## src/rtl/mode_watch_pkg.sv

```systemverilog
// Shared types and ASCII constants for the stopwatch watch mode.
// Time is kept as six packed BCD digits so the display never needs a converter.
package mode_watch_pkg;

  typedef enum logic [1:0] {
    ST_IDLE = 2'd0,
    ST_RUN  = 2'd1,
    ST_HOLD = 2'd2
  } sw_state_t;

  typedef struct packed {
    logic [3:0] mm_t;
    logic [3:0] mm_o;
    logic [3:0] ss_t;
    logic [3:0] ss_o;
    logic [3:0] cc_t;
    logic [3:0] cc_o;
  } bcd_time_t;

  localparam logic [7:0] ASC_SP    = 8'h20;
  localparam logic [7:0] ASC_COLON = 8'h3A;
  localparam logic [7:0] ASC_ZERO  = 8'h30;
  localparam logic [7:0] ASC_L     = 8'h4C;
  localparam logic [7:0] ASC_T     = 8'h54;
  localparam logic [7:0] ASC_O     = 8'h4F;

  localparam logic [31:0] STR_IDLE = "IDLE";
  localparam logic [31:0] STR_RUN  = "RUN ";
  localparam logic [31:0] STR_HOLD = "HOLD";
  localparam logic [31:0] STR_LAPS = "LAPS";

  function automatic logic [7:0] ascii_digit(input logic [3:0] d);
    return ASC_ZERO + {4'd0, d};
  endfunction

endpackage

```

## src/rtl/bcd_time_counter.sv

```systemverilog
// MM:SS:CC counter kept directly in BCD; wraps after MIN_MAX:59:99 with a one-cycle wrap pulse.
// clr has priority over en.
module bcd_time_counter
  import mode_watch_pkg::*;
#(
  parameter int unsigned MIN_MAX = 59
) (
  input  logic      clk,
  input  logic      rst,
  input  logic      en,
  input  logic      clr,
  output bcd_time_t time_o,
  output logic      wrap_o
);

  localparam logic [3:0] MM_T_LAST = 4'(MIN_MAX / 10);
  localparam logic [3:0] MM_O_LAST = 4'(MIN_MAX % 10);

  bcd_time_t time_q, time_d;
  logic      cc_carry, ss_carry, mm_last;

  always_comb begin
    time_d   = time_q;
    cc_carry = (time_q.cc_t == 4'd9) && (time_q.cc_o == 4'd9);
    ss_carry = cc_carry && (time_q.ss_t == 4'd5) && (time_q.ss_o == 4'd9);
    mm_last  = (time_q.mm_t == MM_T_LAST) && (time_q.mm_o == MM_O_LAST);
    wrap_o   = en && !clr && ss_carry && mm_last;

    if (clr) begin
      time_d = '0;
    end else if (en) begin
      if (time_q.cc_o == 4'd9) begin
        time_d.cc_o = 4'd0;
        time_d.cc_t = (time_q.cc_t == 4'd9) ? 4'd0 : time_q.cc_t + 4'd1;
      end else begin
        time_d.cc_o = time_q.cc_o + 4'd1;
      end

      if (cc_carry) begin
        if (time_q.ss_o == 4'd9) begin
          time_d.ss_o = 4'd0;
          time_d.ss_t = (time_q.ss_t == 4'd5) ? 4'd0 : time_q.ss_t + 4'd1;
        end else begin
          time_d.ss_o = time_q.ss_o + 4'd1;
        end
      end

      if (ss_carry) begin
        if (mm_last) begin
          time_d.mm_t = 4'd0;
          time_d.mm_o = 4'd0;
        end else if (time_q.mm_o == 4'd9) begin
          time_d.mm_o = 4'd0;
          time_d.mm_t = time_q.mm_t + 4'd1;
        end else begin
          time_d.mm_o = time_q.mm_o + 4'd1;
        end
      end
    end
  end

  always_ff @(posedge clk or negedge rst) begin
    if (!rst) begin
      time_q <= '0;
    end else begin
      time_q <= time_d;
    end
  end

  assign time_o = time_q;

endmodule

```

## src/rtl/mode_lap_stopwatch.sv

```systemverilog
// Stopwatch watch mode: start/stop/hold FSM, circular lap store, lap review and
// the ASCII character source scanned by the LCD writer.
module mode_lap_stopwatch
  import mode_watch_pkg::*;
#(
  parameter int unsigned LAP_DEPTH = 4,
  parameter int unsigned MIN_MAX   = 59
) (
  input  logic       clk,
  input  logic       rst,
  input  logic       en_100hz,
  input  logic       btn_start,
  input  logic       btn_lap,
  input  logic       btn_clr,
  input  logic [4:0] index,
  output logic [7:0] out,
  output logic       running,
  output logic [3:0] lap_count,
  output logic       ovf
);

  localparam int unsigned      PTR_W    = (LAP_DEPTH > 1) ? $clog2(LAP_DEPTH) : 1;
  localparam int unsigned      SUM_W    = PTR_W + 1;
  localparam logic [3:0]       DEPTH_C  = 4'(LAP_DEPTH);
  localparam logic [PTR_W-1:0] LAST_PTR = PTR_W'(LAP_DEPTH - 1);

  sw_state_t        state_q;
  bcd_time_t        live_time, disp_time;
  bcd_time_t        lap_q [LAP_DEPTH];
  logic [PTR_W-1:0] wr_ptr_q, rd_slot;
  logic [SUM_W-1:0] rd_sum;
  logic [3:0]       lap_count_q, view_sel_q;
  logic             running_q, ovf_q;
  logic             cnt_en, cnt_clr, cnt_wrap;
  logic [7:0]       out_q, char_d;
  logic [31:0]      state_str;

  // clr is a no-op while running, so it can drive the counter clear directly
  assign cnt_en  = (state_q == ST_RUN) && en_100hz;
  assign cnt_clr = btn_clr && (state_q != ST_RUN);

  bcd_time_counter #(
    .MIN_MAX(MIN_MAX)
  ) u_time (
    .clk   (clk),
    .rst   (rst),
    .en    (cnt_en),
    .clr   (cnt_clr),
    .time_o(live_time),
    .wrap_o(cnt_wrap)
  );

  always_ff @(posedge clk or negedge rst) begin
    if (!rst) begin
      state_q     <= ST_IDLE;
      running_q   <= 1'b0;
      wr_ptr_q    <= '0;
      lap_count_q <= '0;
      view_sel_q  <= '0;
      ovf_q       <= 1'b0;
      for (int i = 0; i < int'(LAP_DEPTH); i++) lap_q[i] <= '0;
    end else if (cnt_clr) begin
      state_q     <= ST_IDLE;
      running_q   <= 1'b0;
      wr_ptr_q    <= '0;
      lap_count_q <= '0;
      view_sel_q  <= '0;
      ovf_q       <= 1'b0;
      for (int i = 0; i < int'(LAP_DEPTH); i++) lap_q[i] <= '0;
    end else begin
      case (state_q)
        ST_IDLE: begin
          if (btn_start) begin
            state_q    <= ST_RUN;
            running_q  <= 1'b1;
            view_sel_q <= '0;
          end
        end
        ST_RUN: begin
          if (cnt_wrap) ovf_q <= 1'b1;
          if (btn_lap) begin
            // live_time is still the pre-tick value on a lap/tick collision
            lap_q[wr_ptr_q] <= live_time;
            wr_ptr_q        <= (wr_ptr_q == LAST_PTR) ? '0 : wr_ptr_q + 1'b1;
            lap_count_q     <= (lap_count_q == DEPTH_C) ? DEPTH_C : lap_count_q + 4'd1;
          end
          if (btn_start) begin
            state_q   <= ST_HOLD;
            running_q <= 1'b0;
          end
        end
        ST_HOLD: begin
          if (btn_start) begin
            state_q    <= ST_RUN;
            running_q  <= 1'b1;
            view_sel_q <= '0;
          end else if (btn_lap) begin
            view_sel_q <= (view_sel_q == lap_count_q) ? 4'd0 : view_sel_q + 4'd1;
          end
        end
        default: begin
          state_q   <= ST_IDLE;
          running_q <= 1'b0;
        end
      endcase
    end
  end

  // view_sel 1 is the oldest entry; once the store is full the oldest sits at wr_ptr
  always_comb begin
    rd_sum = SUM_W'(view_sel_q - 4'd1);
    if (lap_count_q == DEPTH_C) rd_sum = rd_sum + SUM_W'(wr_ptr_q);
    if (rd_sum >= SUM_W'(LAP_DEPTH)) rd_sum = rd_sum - SUM_W'(LAP_DEPTH);
    rd_slot = PTR_W'(rd_sum);
  end

  assign disp_time = (view_sel_q == 4'd0) ? live_time : lap_q[rd_slot];

  always_comb begin
    state_str = STR_IDLE;
    case (state_q)
      ST_RUN:  state_str = STR_RUN;
      ST_HOLD: state_str = STR_HOLD;
      default: state_str = STR_IDLE;
    endcase

    char_d = ASC_SP;
    case (index)
      5'd0:    char_d = state_str[31:24];
      5'd1:    char_d = state_str[23:16];
      5'd2:    char_d = state_str[15:8];
      5'd3:    char_d = state_str[7:0];
      5'd5:    char_d = STR_LAPS[31:24];
      5'd6:    char_d = STR_LAPS[23:16];
      5'd7:    char_d = STR_LAPS[15:8];
      5'd8:    char_d = STR_LAPS[7:0];
      5'd9:    char_d = ASC_COLON;
      5'd10:   char_d = ascii_digit(lap_count_q);
      5'd12:   char_d = ovf_q ? ASC_O : ASC_SP;
      5'd16:   char_d = (view_sel_q != 4'd0) ? ASC_L : ASC_T;
      5'd17:   char_d = (view_sel_q != 4'd0) ? ascii_digit(view_sel_q) : ASC_SP;
      5'd19:   char_d = ascii_digit(disp_time.mm_t);
      5'd20:   char_d = ascii_digit(disp_time.mm_o);
      5'd21:   char_d = ASC_COLON;
      5'd22:   char_d = ascii_digit(disp_time.ss_t);
      5'd23:   char_d = ascii_digit(disp_time.ss_o);
      5'd24:   char_d = ASC_COLON;
      5'd25:   char_d = ascii_digit(disp_time.cc_t);
      5'd26:   char_d = ascii_digit(disp_time.cc_o);
      default: char_d = ASC_SP;
    endcase
  end

  always_ff @(posedge clk or negedge rst) begin
    if (!rst) begin
      out_q <= ASC_SP;
    end else begin
      out_q <= char_d;
    end
  end

  assign out       = out_q;
  assign running   = running_q;
  assign lap_count = lap_count_q;
  assign ovf       = ovf_q;

endmodule

```

## config.mk

```make
export PLATFORM = sky130hd
export DESIGN_NAME = mode_lap_stopwatch
export DESIGN_NICKNAME = d
export VERILOG_FILES = /design/src/rtl/mode_watch_pkg.sv /design/src/rtl/bcd_time_counter.sv /design/src/rtl/mode_lap_stopwatch.sv
export SDC_FILE = /design/constraint.sdc
export NUM_CORES = 1
export LEC_CHECK = 0
export BUFFER_PORTS_ARGS = -buffer_cell sky130_fd_sc_hd__buf_2
export CAP_MARGIN = 20
export CORE_MARGIN = 2
export CORE_UTILIZATION = 40
export DETAILED_ROUTE_END_ITERATION = 6
export PLACE_DENSITY = 0.58
export SLEW_MARGIN = 20
export SYNTH_ARGS = -nofsm -noshare
export SYNTH_HDL_FRONTEND = slang
export SYNTH_SLANG_ARGS = --single-unit
```

## constraint.sdc

```tcl
create_clock -name clk -period 6.8 [get_ports clk]
set_input_delay 1.36 -clock clk [delete_from_list [all_inputs] [get_ports clk]]
set_output_delay 1.36 -clock clk [all_outputs]
set_load 0.1 [all_outputs]
```

### Word-level counts from Yosys, hierarchy flattened

Index checks and enable logic that the tools add are counted.

* add/sub/neg operators: 20
* multiplexer cells: 55
* $lt $le $gt $ge: 4
* eq/ne operators: 36
* reduce and logical (&&, ||, !) cells: 36
* bitwise logic cells: 2

Operators with widths (count)
* 96-bit two-way mux: 3
* 8-bit case mux with 19 select lines: 1
* 24-bit two-way mux: 6
* 96-bit bitwise mux: 1
* 4-bit two-way mux: 17
* 29-bit case mux with 2 select lines: 1
* 6-bit by 4-bit adder with 7-bit output (first input constant): 8
* 5-bit equality test (second input constant): 10
* 24-bit binary-select mux with 2-bit select: 1
* 24-bit demux with 2-bit select: 1
* 4-bit by 1-bit adder with 4-bit output (second input constant): 8
* 8-bit two-way mux: 3
* 5-bit by 4-bit equality test with 1-bit output (second input constant): 4
* 4-bit equality test (second input constant): 4
* 2-bit two-way mux: 8
* 2-bit nonzero test: 8
* 5-bit by 3-bit equality test with 1-bit output (second input constant): 3
* 7-bit two-way mux: 2
* 4-bit by 3-bit equality test with 1-bit output (second input constant): 3
* 2-bit AND reduction: 6
* 5-bit by 2-bit equality test with 1-bit output (second input constant): 2
* 1-bit logical AND: 10
* 3-bit greater-or-equal comparator (second input constant): 3
* 3-bit AND reduction: 3
* 28 further kinds: 37

* output and inout port bits: 14
* register bits: 142

### Longest topological paths before layout

Gate-level depths: netlist (run 1).

* depth in word-level cells: 12
* mapped depth: 11

### Modules after synthesis

Synthesis (run 1) repeated with hierarchy kept, for this count alone.

* cells, all modules: 969
* area, all modules: 7950.1 sq um

Modules (own cells, without submodules)
* mode_lap_stopwatch: instances 1, cells each 813, area an instance 6503.7 sq um
* bcd_time_counter: instances 1, cells each 156, area an instance 1446.4 sq um

### Least setup slack after synthesis (run 1)

OpenSTA, ideal clock, no wires.

* path type: reg2reg
* from: register lap_count_q[0] (netlist: lap_count[0])
* to: register out_q[3] (netlist: out[3])
* arrival time: 3.181 ns
* required time: 6.661 ns
* stages on the path, launching flop included: 8
* slack: 3.481 ns
* period minus slack after synthesis: 3.319 ns
* path through: dfrtp_1 -> inv_1 -> ha_1 -> and4bb_1 -> a21oi_2 -> mux4_2 -> a22o_1 -> or4_1

* word-level cells in the longest chain between the ends: 11

RTL lines
* from (decl): line mode_lap_stopwatch.sv:32 `logic [3:0] lap_count_q, view_sel_q;`
* from (signal assigned): line mode_lap_stopwatch.sv:85 `lap_count_q <= (lap_count_q == DEPTH_C) ? DEPTH_C : lap_count_q + 4'd1;`
* 4-bit by 3-bit equality test with 1-bit output: line mode_lap_stopwatch.sv:112 `if (lap_count_q == DEPTH_C) rd_sum = rd_sum + SUM_W'(wr_ptr_q);`
* 3-bit two-way mux: line mode_lap_stopwatch.sv:112
* 3-bit greater-or-equal comparator / 2-bit by 1-bit subtractor with 2-bit output (equally long branches): line mode_lap_stopwatch.sv:113 `if (rd_sum >= SUM_W'(LAP_DEPTH)) rd_sum = rd_sum - SUM_W'(LAP_DEPTH);`
* 2-bit two-way mux: line mode_lap_stopwatch.sv:113
* 2-bit NOT with 3-bit output (not written as such): line mode_lap_stopwatch.sv:117 `assign disp_time = (view_sel_q == 4'd0) ? live_time : lap_q[rd_slot];`
* 24-bit binary-select mux with 2-bit select: line mode_lap_stopwatch.sv:117
* 24-bit two-way mux (not written as such) (2 in series): line mode_lap_stopwatch.sv:117
* 24-bit two-way mux: line mode_lap_stopwatch.sv:117
* 6-bit by 4-bit adder with 7-bit output: line mode_watch_pkg.sv:33 `return ASC_ZERO + {4'd0, d};`
* 8-bit case mux with 19 select lines *: line mode_lap_stopwatch.sv:128 `case (index)`
* named net char_d[3]: line mode_lap_stopwatch.sv:35 `logic [7:0] out_q, char_d;`
* to (signal assigned): line mode_lap_stopwatch.sv:158 `out_q <= char_d;`
* to (decl): line mode_lap_stopwatch.sv:35

The timed path passes the listed nets; every way through them passes the cells marked *. The select of a mux whose other input is x is not followed.
A chain may end at the register's enable or synchronous reset.

### Final worst setup path (run 1)

* from: register view_sel_q[0]
* to: register out_q[3] (netlist: out[3])

* word-level cells in the longest chain between the ends: 12

RTL lines
* from (decl): line mode_lap_stopwatch.sv:32
* from (signal assigned): line mode_lap_stopwatch.sv:98 `view_sel_q <= (view_sel_q == lap_count_q) ? 4'd0 : view_sel_q + 4'd1;`
* 3-bit by 1-bit subtractor with 3-bit output: line mode_lap_stopwatch.sv:111 `rd_sum = SUM_W'(view_sel_q - 4'd1);`
* 3-bit by 2-bit adder with 3-bit output: line mode_lap_stopwatch.sv:112
* 3-bit two-way mux: line mode_lap_stopwatch.sv:112
* 3-bit greater-or-equal comparator / 2-bit by 1-bit subtractor with 2-bit output (equally long branches): line mode_lap_stopwatch.sv:113
* 2-bit two-way mux: line mode_lap_stopwatch.sv:113
* 2-bit NOT with 3-bit output (not written as such): line mode_lap_stopwatch.sv:117
* 24-bit binary-select mux with 2-bit select: line mode_lap_stopwatch.sv:117
* 24-bit two-way mux (not written as such) (2 in series): line mode_lap_stopwatch.sv:117
* 24-bit two-way mux: line mode_lap_stopwatch.sv:117
* 6-bit by 4-bit adder with 7-bit output: line mode_watch_pkg.sv:33
* 8-bit case mux with 19 select lines *: line mode_lap_stopwatch.sv:128
* named net char_d[3]: line mode_lap_stopwatch.sv:35

Marked as above.

==> metrics.txt, run 1 <==
status=finished clean; Clock Latency Late Sink=0.43 ns; hold path startpoint=lap_q[5]; Peak supply drop=0.0001506 V; DPL Wire Length=15,860 um; PwrDens=339.1 nW/um^2; DR vias/cell=5.768; Lkg Pwr=3.798 nW; gate count of the mapped netlist=959; I/O pin total=25; layout cell share with drive strength beyond 1=0.09725; worst reg2reg setup slack=2.97 ns; vias=7,014; Fin. Hold Viols=0; crit path DAT=4.12 ns; commonest cells after routing, fill and taps aside=nand2_1 (223), dfrtp_1 (140), o21ai_0 (103); GRT Total Usage=0.2345; wire length per cell=20.13 um; Crit. End Element=flop; Post-Synthesis Cell Area=8153 um^2; synthesized area per cell=8.501 um^2; Nets=970; port bufs=23; Tcrit/Tclk final=0.5638; Clock Sinks=141; number of setup violations in the final report=0; #FFs+latches synth=141; sequential-to-total area share from yosys stat=0.4329; Antenna Nets Post-Route=0; post-placement cell area=8387 um^2; design area=8969 um^2; Max FO, Critical Path=16; FMAX=260.9 MHz; top cells by area, synth=dfrtp_1 (43%), nand2_1 (10%), o21ai_0 (6.3%), ha_1 (4.0%), a21oi_1 (3.1%); # resized after CTS=0; # rows=52; Synthesized Nets=996; # hold bufs at CTS=0; final WL=24,470 um; routability cong.=0.9246; number of remaining DRC errors=0; Crit Path Category=reg2reg; area leader, netlist=dfrtp_1; Primary FF master, synth=dfrtp_1; Core ar.=20,100 um^2; antenna fix cells=0; Max Transition Viols Final=0; Die Y=146.8 um; starting density of the core=0.4055; TritonCTS clock tree=done; first-pass GRT wire length=39,050 um; DR iter-0 viols=581; max-cap violation count=0; RSZ-0062 raised after global routing=false; required time of the critical path=7.09 ns; fin util=0.4461; clk slew on worst S/H paths=0.06 ns; Synth cell types=77; crit path launch type=flop; Worst-Margin Slew=0.9794 ns; total die area=21,540 um^2; H-Tree Depth=4; Worst Reg-to-Reg Cells=8; vias in the first global route=6,663; synthesis-to-finish area growth=10.01%; grt ovf=0; Final Worst Setup Slack=2.966 ns; relative slew slack=0.3464; Yosys top cell area share=0.4297; Placement Setup Slack=2.990 ns; Setup TNS Final=0 ns; die span in x=146.8 um; CTS Root Cell=clkbuf_16; Hold WS=0.5008 ns; CTS max path bufs=2; Placed Cells incl. Taps=1,184; fraction of registers with async set/reset=1.000; number of synthesized flops with an enable pin=0; Worst Clk Skew=0.007364 ns; Power Total=3.041 mW; Pre-Repair DR Iteration Count=5; initial antenna violation count=0; hold-critical path depth=2; Ys Warns=0; pin count of the biggest net entering global routing=84; most common cell after layout, fill and taps aside=nand2_1; r2r startpoint=view_sel_q[0]; WHS Endpoint=lap_q[5]; Tmin final=3.834 ns; non-filler instance count after layout=1,216; hold crit path type=reg2reg; CTS Buf Count=17; Post-CTS Setup Bufs=0; RR Endpoint=out[3]
[Yosys cell counts, drive strengths merged, types with 4 or more instances]
cell type  instances
nand2            224
dfrtp            140
o21ai            106
clkbuf            66
a21oi             51
nor2              43
nand3             31
ha                26
a211oi            21
inv               21
mux2i             19
and3              17
buf               14
nand2b            14
nor3              13
nor2b             11
o31ai             11
a22oi             10
nand3b             8
and2               7
mux4               7
nand4              7
xor2               7
mux2               6
a221oi             5
a31oi              5
o32ai              5
a31o               4
o41ai              4
or4                4
[routing by layer]
| metal | global-route usage | share of wire |
|---|---|---|
| met1 | 0.3305 | 0.47 |
| met2 | 0.3761 | 0.47 |
| met3 | 0.03447 | 0.046 |
| met4 | 0.07087 | 0.017 |
| met5 | 0 | 0 |
[how the worst max path moves through the flow]
stage                  startpoint      to  slack (ns)
floorplan            lap_count[0]  out[3]        3.48
global placement    view_sel_q[0]  out[3]        3.13
detailed placement  view_sel_q[0]  out[3]        2.99
CTS                 view_sel_q[0]  out[3]        2.97
global route        view_sel_q[0]  out[3]        2.77
finish              view_sel_q[0]  out[3]        2.97
[cells by family (layout without fill, tap and decap cells)]
logic type | Yosys count | count (layout) | synth area share
other | 1 | 1 | 0.0004600
XOR/XNOR | 10 | 10 | 0.01166
buffers and inverters | 101 | 88 | 0.04957
AND/OR/NAND/NOR | 394 | 394 | 0.2213
adder cells (fa/ha/maj) | 26 | 26 | 0.03990
AO/OA/AOI/OAI | 254 | 254 | 0.1932
flip-flops | 141 | 141 | 0.4329
multiplexers | 32 | 32 | 0.05095
[state kept, by name, summed over array words and instances, names as in the netlist]
| name | count |
|---|---|
| ovf | 1 |
| state_q | 2 |
| running | 1 |
| view_sel_q | 4 |
| u_time.time_o | 24 |
| lap_q | 96 |
| lap_count | 4 |
| out | 7 |
| wr_ptr_q | 2 |
[where the power goes]
| part | internal, mW | switching, mW |
|---|---|---|
| clock network | 0.577 | 0.349 |
| logic | 0.292 | 0.720 |
| registers | 0.927 | 0.176 |
[area by class of cell]
class                   count  area, um^2
clock inverters             6       82.58
fillers                  1974       11140
well taps                 270       337.8
multi-input cells         717        4229
inverters                  21       78.83
flip-flops and latches    141        3530
clock buffers              26       499.2
repair buffers             35       211.5
[critical path: stages, from the launching register on]
cell and delay (ns):
dfrtp_1 0.69, inv_1 0.15, ha_1 0.27, xor2_1 0.46, a21boi_2 0.18, nor2_2 0.80, mux4_2 0.41, a22o_1 0.23
or4_1 0.51
No activity file was read; power rests on OpenSTA's default activity.
==> inputs of run 2 (changes only) <==
--- a/config.mk
+++ b/config.mk
@@ -10,7 +10,7 @@
 export CORE_MARGIN = 2
 export CORE_UTILIZATION = 40
 export DETAILED_ROUTE_END_ITERATION = 6
-export PLACE_DENSITY = 0.58
+export PLACE_DENSITY = 0.6
 export SLEW_MARGIN = 20
 export SYNTH_ARGS = -nofsm -noshare
 export SYNTH_HDL_FRONTEND = slang
==> constraint.sdc (replaced) <==
create_clock -name clk -period 3.1 [get_ports clk]
set_input_delay 0.62 -clock clk [delete_from_list [all_inputs] [get_ports clk]]
set_output_delay 0.62 -clock clk [all_outputs]
set_load 0.1 [all_outputs]
==> run 2 against run 1 <==
  * Non-clock buffer count rose by 32
  * Die area did not move
  * Utilization rose by 1.6 points
  * First-iteration DRC count increased by 27%
  * Critical path type unchanged
  * Largest power group is now combinational cells
  * Sequential power grew 110%
  * Global-route usage grew 0.53 points
  * Final area increased by 3.5%
  * Clock power rose by 140%
==> metrics.txt, run 2 (synthesized netlist as in run 1, its figures left out) <==
CTS Buf Count=17 (unchanged); Crit. End Element=flop; Tcrit/Tclk final=0.9361 (+0.3723); Max Transition Viols Final=0 (unchanged); wire length per cell=20.06 um (-0.33%); Lkg Pwr=3.990 nW (+5.0%); Worst Clk Skew=0.009071 ns (+0.001707 ns); Setup TNS Final=0 ns (unchanged); Nets=1,002 (+3.3%); antenna fix cells=0 (unchanged); RSZ-0062 raised after global routing=false; routability cong.=0.9113 (-1.4%); DR iter-0 viols=738 (+27%); commonest cells after routing, fill and taps aside=nand2_1 (223), dfrtp_1 (137), o21ai_0 (103); TritonCTS clock tree=done; Post-CTS Setup Bufs=0 (unchanged); first-pass GRT wire length=39,850 um (+2.1%); max-cap violation count=0 (unchanged); Placement Setup Slack=0.2972 ns (-2.693 ns); Clock Sinks=141 (unchanged); H-Tree Depth=4 (unchanged); vias=7,098 (+1.2%); pin count of the biggest net entering global routing=65 (-23%); total die area=21,540 um^2 (unchanged); vias in the first global route=6,815 (+2.3%); I/O pin total=25 (unchanged); FMAX=344.6 MHz (+32%); GRT Total Usage=0.2398 (+0.005315); required time of the critical path=3.40 ns (-3.69 ns); # resized after CTS=0 (unchanged); Crit Path Category=reg2reg; number of setup violations in the final report=0 (unchanged); synthesis-to-finish area growth=13.87%; # rows=52 (unchanged); DPL Wire Length=17,370 um (+9.5%); hold crit path type=in2async; relative slew slack=0.5326 (+0.1862); Peak supply drop=0.0003618 V (+140%); Antenna Nets Post-Route=0 (unchanged); number of remaining DRC errors=0 (unchanged); status=finished clean; Biggest register=lap_q; CTS Root Cell=clkbuf_16; Final Worst Setup Slack=0.1981 ns (-2.768 ns); DR vias/cell=5.692 (-1.3%); die span in x=146.8 um (unchanged); PwrDens=761.4 nW/um^2 (+120%); initial antenna violation count=0 (unchanged); Largest register FFs=96 (unchanged); fillers=1,924 (-2.5%); Fin. Hold Viols=0 (unchanged); final WL=25,010 um (+2.2%); clk slew on worst S/H paths=0.06 ns (about the same); layout cell share with drive strength beyond 1=0.1331 (+0.03581); starting density of the core=0.4055 (unchanged); crit path launch type=flop; Worst-Margin Slew=0.6957 ns (-0.2837 ns); most common cell after layout, fill and taps aside=nand2_1; Pre-Repair DR Iteration Count=5 (unchanged); port bufs=23 (unchanged); Core ar.=20,100 um^2 (unchanged); # hold bufs at CTS=0 (unchanged); Tmin final=2.902 ns (-0.9317 ns); grt ovf=0 (unchanged); CTS max path bufs=2 (unchanged); Clock Latency Late Sink=0.43 ns (about the same); crit path DAT=3.20 ns (-0.92 ns); Max FO, Critical Path=17 (+1); Die Y=146.8 um (unchanged)
-- run 2: routing by layer --
metal  share of wire  GRT usage  wire [um]
met2            0.46     0.3676      11390
met1            0.44     0.3337      11120
met4           0.037     0.1107        924
met5               0          0          0
met3           0.063    0.04006       1578
-- run 2: power by group --
part | switching, mW | leakage [nW] | internal (mW) | total, mW
sequential | 0.294 | 1.93 | 2.04 | 2.33
clock | 0.832 | 0.317 | 1.43 | 2.26
combinational | 1.70 | 1.74 | 0.778 | 2.48
total | 2.82 | 3.99 | 4.25 | 7.07
-- run 2: final timing paths --
path                               from                 to  slack (ns)  cells past startpoint
hold / removal                      rst  u_time.time_o[20]        0.21                      1
setup / recovery           lap_count[0]             out[3]        0.20                      8
min in group clk              btn_start         state_q[0]        0.49                      2
hold reg to reg               lap_q[21]          lap_q[21]        0.50                      2
max in group asynchronous           rst          lap_q[47]        2.17                      2
setup reg to reg           lap_count[0]             out[3]        0.20                      8
-- run 2: through the flow --
stage          std cells  cell area, um^2  utilization  hold slack, ns  total power [mW]
2_1_floorplan        959             8158            -          0.3244             3.938
3_3_place_gp        1216             8643       0.4299          0.4806             4.788
3_5_place_dp        1216             8643       0.4299          0.4897             4.797
4_1_cts             1247             9284       0.4618          0.2265             7.066
5_1_grt             1247             9284       0.4618          0.2547             7.419
6_report            1247             9284       0.4618          0.2051             7.069
-- run 2: cell type report --
type | count | area (um^2) | area share
multi-input cells | 717 | 4229 | 0.4555
flip-flops and latches | 141 | 3533 | 0.3806
clock buffers | 22 | 484.2 | 0.05216
repair buffers | 67 | 464.2 | 0.05000
well taps | 270 | 337.8 | 0.03639
clock inverters | 9 | 156.4 | 0.01685
inverters | 21 | 78.83 | 0.008491
-- run 2: worst max-delay path, stage by stage (launching register included) --
cell and delay [ns]:
dfrtp_2 0.45, inv_1 0.10, ha_1 0.23, nand3b_1 0.22, or3_1 0.67, and3_1 0.31, a211oi_1 0.21, o32ai_1 0.12
or4_1 0.46
==> inputs of run 3 (changes only) <==
--- a/config.mk
+++ b/config.mk
@@ -10,6 +10,7 @@
 export CORE_MARGIN = 2
 export CORE_UTILIZATION = 40
 export DETAILED_ROUTE_END_ITERATION = 6
+export MAX_ROUTING_LAYER = met4
 export PLACE_DENSITY = 0.6
 export SLEW_MARGIN = 20
 export SYNTH_ARGS = -nofsm -noshare
==> run 3 against run 2 <==
  * Worst setup slack improved by 0.050 ns
  * Total power fell by 0.65%
  * Routed wire length is 0.88% lower
  * Critical path type unchanged
  * Largest cell class unchanged
==> metrics.txt, run 3 (synthesized netlist as in run 1, its figures left out) <==
Placed Cells incl. Taps=1,219 (+0.25%); crit path launch type=flop; hold crit path type=in2async; Switching Fraction=0.3991 (about the same); Nets=1,005 (+0.30%); relative slew slack=0.4819 (-0.05067); Setup TNS Final=0 ns (unchanged); Fin. Hold Viols=0 (unchanged); most common cell after layout, fill and taps aside=nand2_1; Worst Clk Skew=0.01794 ns (+0.008871 ns); Antenna Nets Post-Route=0 (unchanged); GRT Total Usage=0.2436 (+0.003818); RSZ-0062 raised after global routing=false; Power Total=7.023 mW (-0.65%); grt ovf=0 (unchanged); Clock Sinks=141 (unchanged); commonest cells after routing, fill and taps aside=nand2_1 (223), dfrtp_1 (137), o21ai_0 (103); Core ar.=20,100 um^2 (unchanged); wire length per cell=19.82 um (-1.2%); crit path cell chain=inv_1 > ha_1 > nand3b_1 > buf_4 > or3_1 > a21oi_1 > a211oi_1 > a2111oi_0 > nand4_1; Tmin final=2.852 ns (-0.04989 ns); Clock Power Share=0.311 (-0.009); CP max stage cell=a2111oi_0; # hold bufs at CTS=0 (unchanged); Max Transition Viols Final=0 (unchanged); starting density of the core=0.4055 (unchanged); number of remaining DRC errors=0 (unchanged); Crit. End Element=flop; DPL Wire Length=17,130 um (-1.4%); die span in x=146.8 um (unchanged); # rows=52 (unchanged); Tcrit/Tclk final=0.9200 (-0.01609); max-cap violation count=0 (unchanged); Largest register FFs=96 (unchanged); CTS max path bufs=2 (unchanged); CTS Root Cell=clkbuf_16; Reg power frac=0.326 (-0.004); synthesis-to-finish area growth=14.13%; first-pass GRT wire length=39,360 um (-1.2%); Post-CTS Setup Bufs=0 (unchanged); total die area=21,540 um^2 (unchanged); delay-heaviest family, CP=compound AO/OA/AOI/OAI gates; Die Y=146.8 um (unchanged); Seq. cell area=3533 um^2 (unchanged); vias in the first global route=6,866 (+0.75%); layout cell share with drive strength beyond 1=0.1347 (+0.001633); vias=7,150 (+0.73%); design area=9305 um^2 (+0.23%); crit path DAT=3.11 ns (-0.09 ns); status=finished clean; r2r startpoint=lap_count[0]; H-Tree Depth=4 (unchanged); Peak supply drop=0.0003455 V (-4.5%); slowest stage delay, CP=0.61 ns (-0.06 ns); PwrDens=754.7 nW/um^2 (-0.88%); Worst-Margin Slew=0.7575 ns (+0.06178 ns); Hold WS=0.1444 ns (-0.06069 ns); Clock Latency Late Sink=0.43 ns (about the same); # resized after CTS=0 (unchanged); Worst Setup SP=lap_count[0]; P_sw=2.803 mW (-0.72%); CTS Buf Count=17 (unchanged); port bufs=23 (unchanged); Comb power frac=0.363 (+0.013); FMAX=350.6 MHz (+1.7%); initial antenna violation count=1 (+1); Crit Path Category=reg2reg; I/O pin total=25 (unchanged); DR iter-0 viols=744 (+0.81%); Pre-Repair DR Iteration Count=5 (unchanged); number of setup violations in the final report=0 (unchanged); Biggest register=lap_q; Lkg Pwr=3.984 nW (-0.15%); pin count of the biggest net entering global routing=64 (-1.5%); TritonCTS clock tree=done; Max FO, Critical Path=14 (-3); required time of the critical path=3.36 ns (-0.04 ns); non-filler instance count after layout=1,251 (+0.32%); area of the multi-input gates=4229 um^2 (unchanged); worst path bufs/invs=2 (+1); clk slew on worst S/H paths=0.06 ns (about the same); Int Pwr=4.220 mW (-0.61%); final WL=24,790 um (-0.88%); DR vias/cell=5.715 (+0.41%); fillers=1,954 (+1.6%); routability cong.=0.9159 (+0.50%); post-placement cell area=8678 um^2 (+0.41%)
run 3: changes by cell type in the layout (fill, tap and decap cells not counted), sizes merged:
cell	change
clkbuf	-1
diode	+1
inv	-1
clkinvlp	+4
buf	+3
clkinv	-2
run 3: power by group through the flow:
stage	clock, mW	sequential (mW)	combinational [mW]
floorplan	0	2.49	1.45
global placement	0	2.32	2.50
detailed placement	0	2.32	2.51
CTS	2.21	2.29	2.53
global route	2.30	2.33	2.74
finish	2.18	2.29	2.55
run 3: metrics by stage:
step | util | worst slack (ns)
2_1_floorplan | - | 0.09517
3_3_place_gp | 0.4317 | 0.3226
3_5_place_dp | 0.4317 | 0.2924
4_1_cts | 0.4627 | 0.2501
5_1_grt | 0.4628 | 0.1233
6_report | 0.4628 | 0.2480
run 3: final timing paths:
check / endpoint / slack (ns) / cells after the start
min in group clk: running / 0.49 / 2
worst max-delay path: out[0] / 0.25 / 9
max in group asynchronous: lap_q[57] / 2.18 / 2
worst max register to register: out[0] / 0.25 / 9
worst min-delay path: u_time.time_o[22] / 0.14 / 1
worst min register to register: lap_q[21] / 0.51 / 2
run 3: cell type report:
class | instances | share of cell area
Clock inverter | 10 | 0.01761
Inverter | 21 | 0.008471
Sequential cell | 141 | 0.3797
Clock buffer | 21 | 0.04948
Timing Repair Buffer | 70 | 0.05365
Multi-Input combinational cell | 717 | 0.4545
Antenna cell | 1 | 0.0002689
Tap cell | 270 | 0.03630
run 3: per-layer routing:
layer  vias to the layer above  GRT usage  part of all wire
li1                       3379          -                 -
met1                      3468     0.3203              0.44
met2                       255     0.3620              0.46
met3                        48    0.05839             0.066
met4                         0     0.1019             0.034
met5                         -          -                 0
run 3: worst reg2reg max path, cell delays in order, from the launching register on:
cell,delay (ns)
dfrtp_2,0.45
inv_1,0.10
ha_1,0.22
nand3b_1,0.14
buf_4,0.21
or3_1,0.53
a21oi_1,0.21
a211oi_1,0.06
a2111oi_0,0.61
nand4_1,0.17
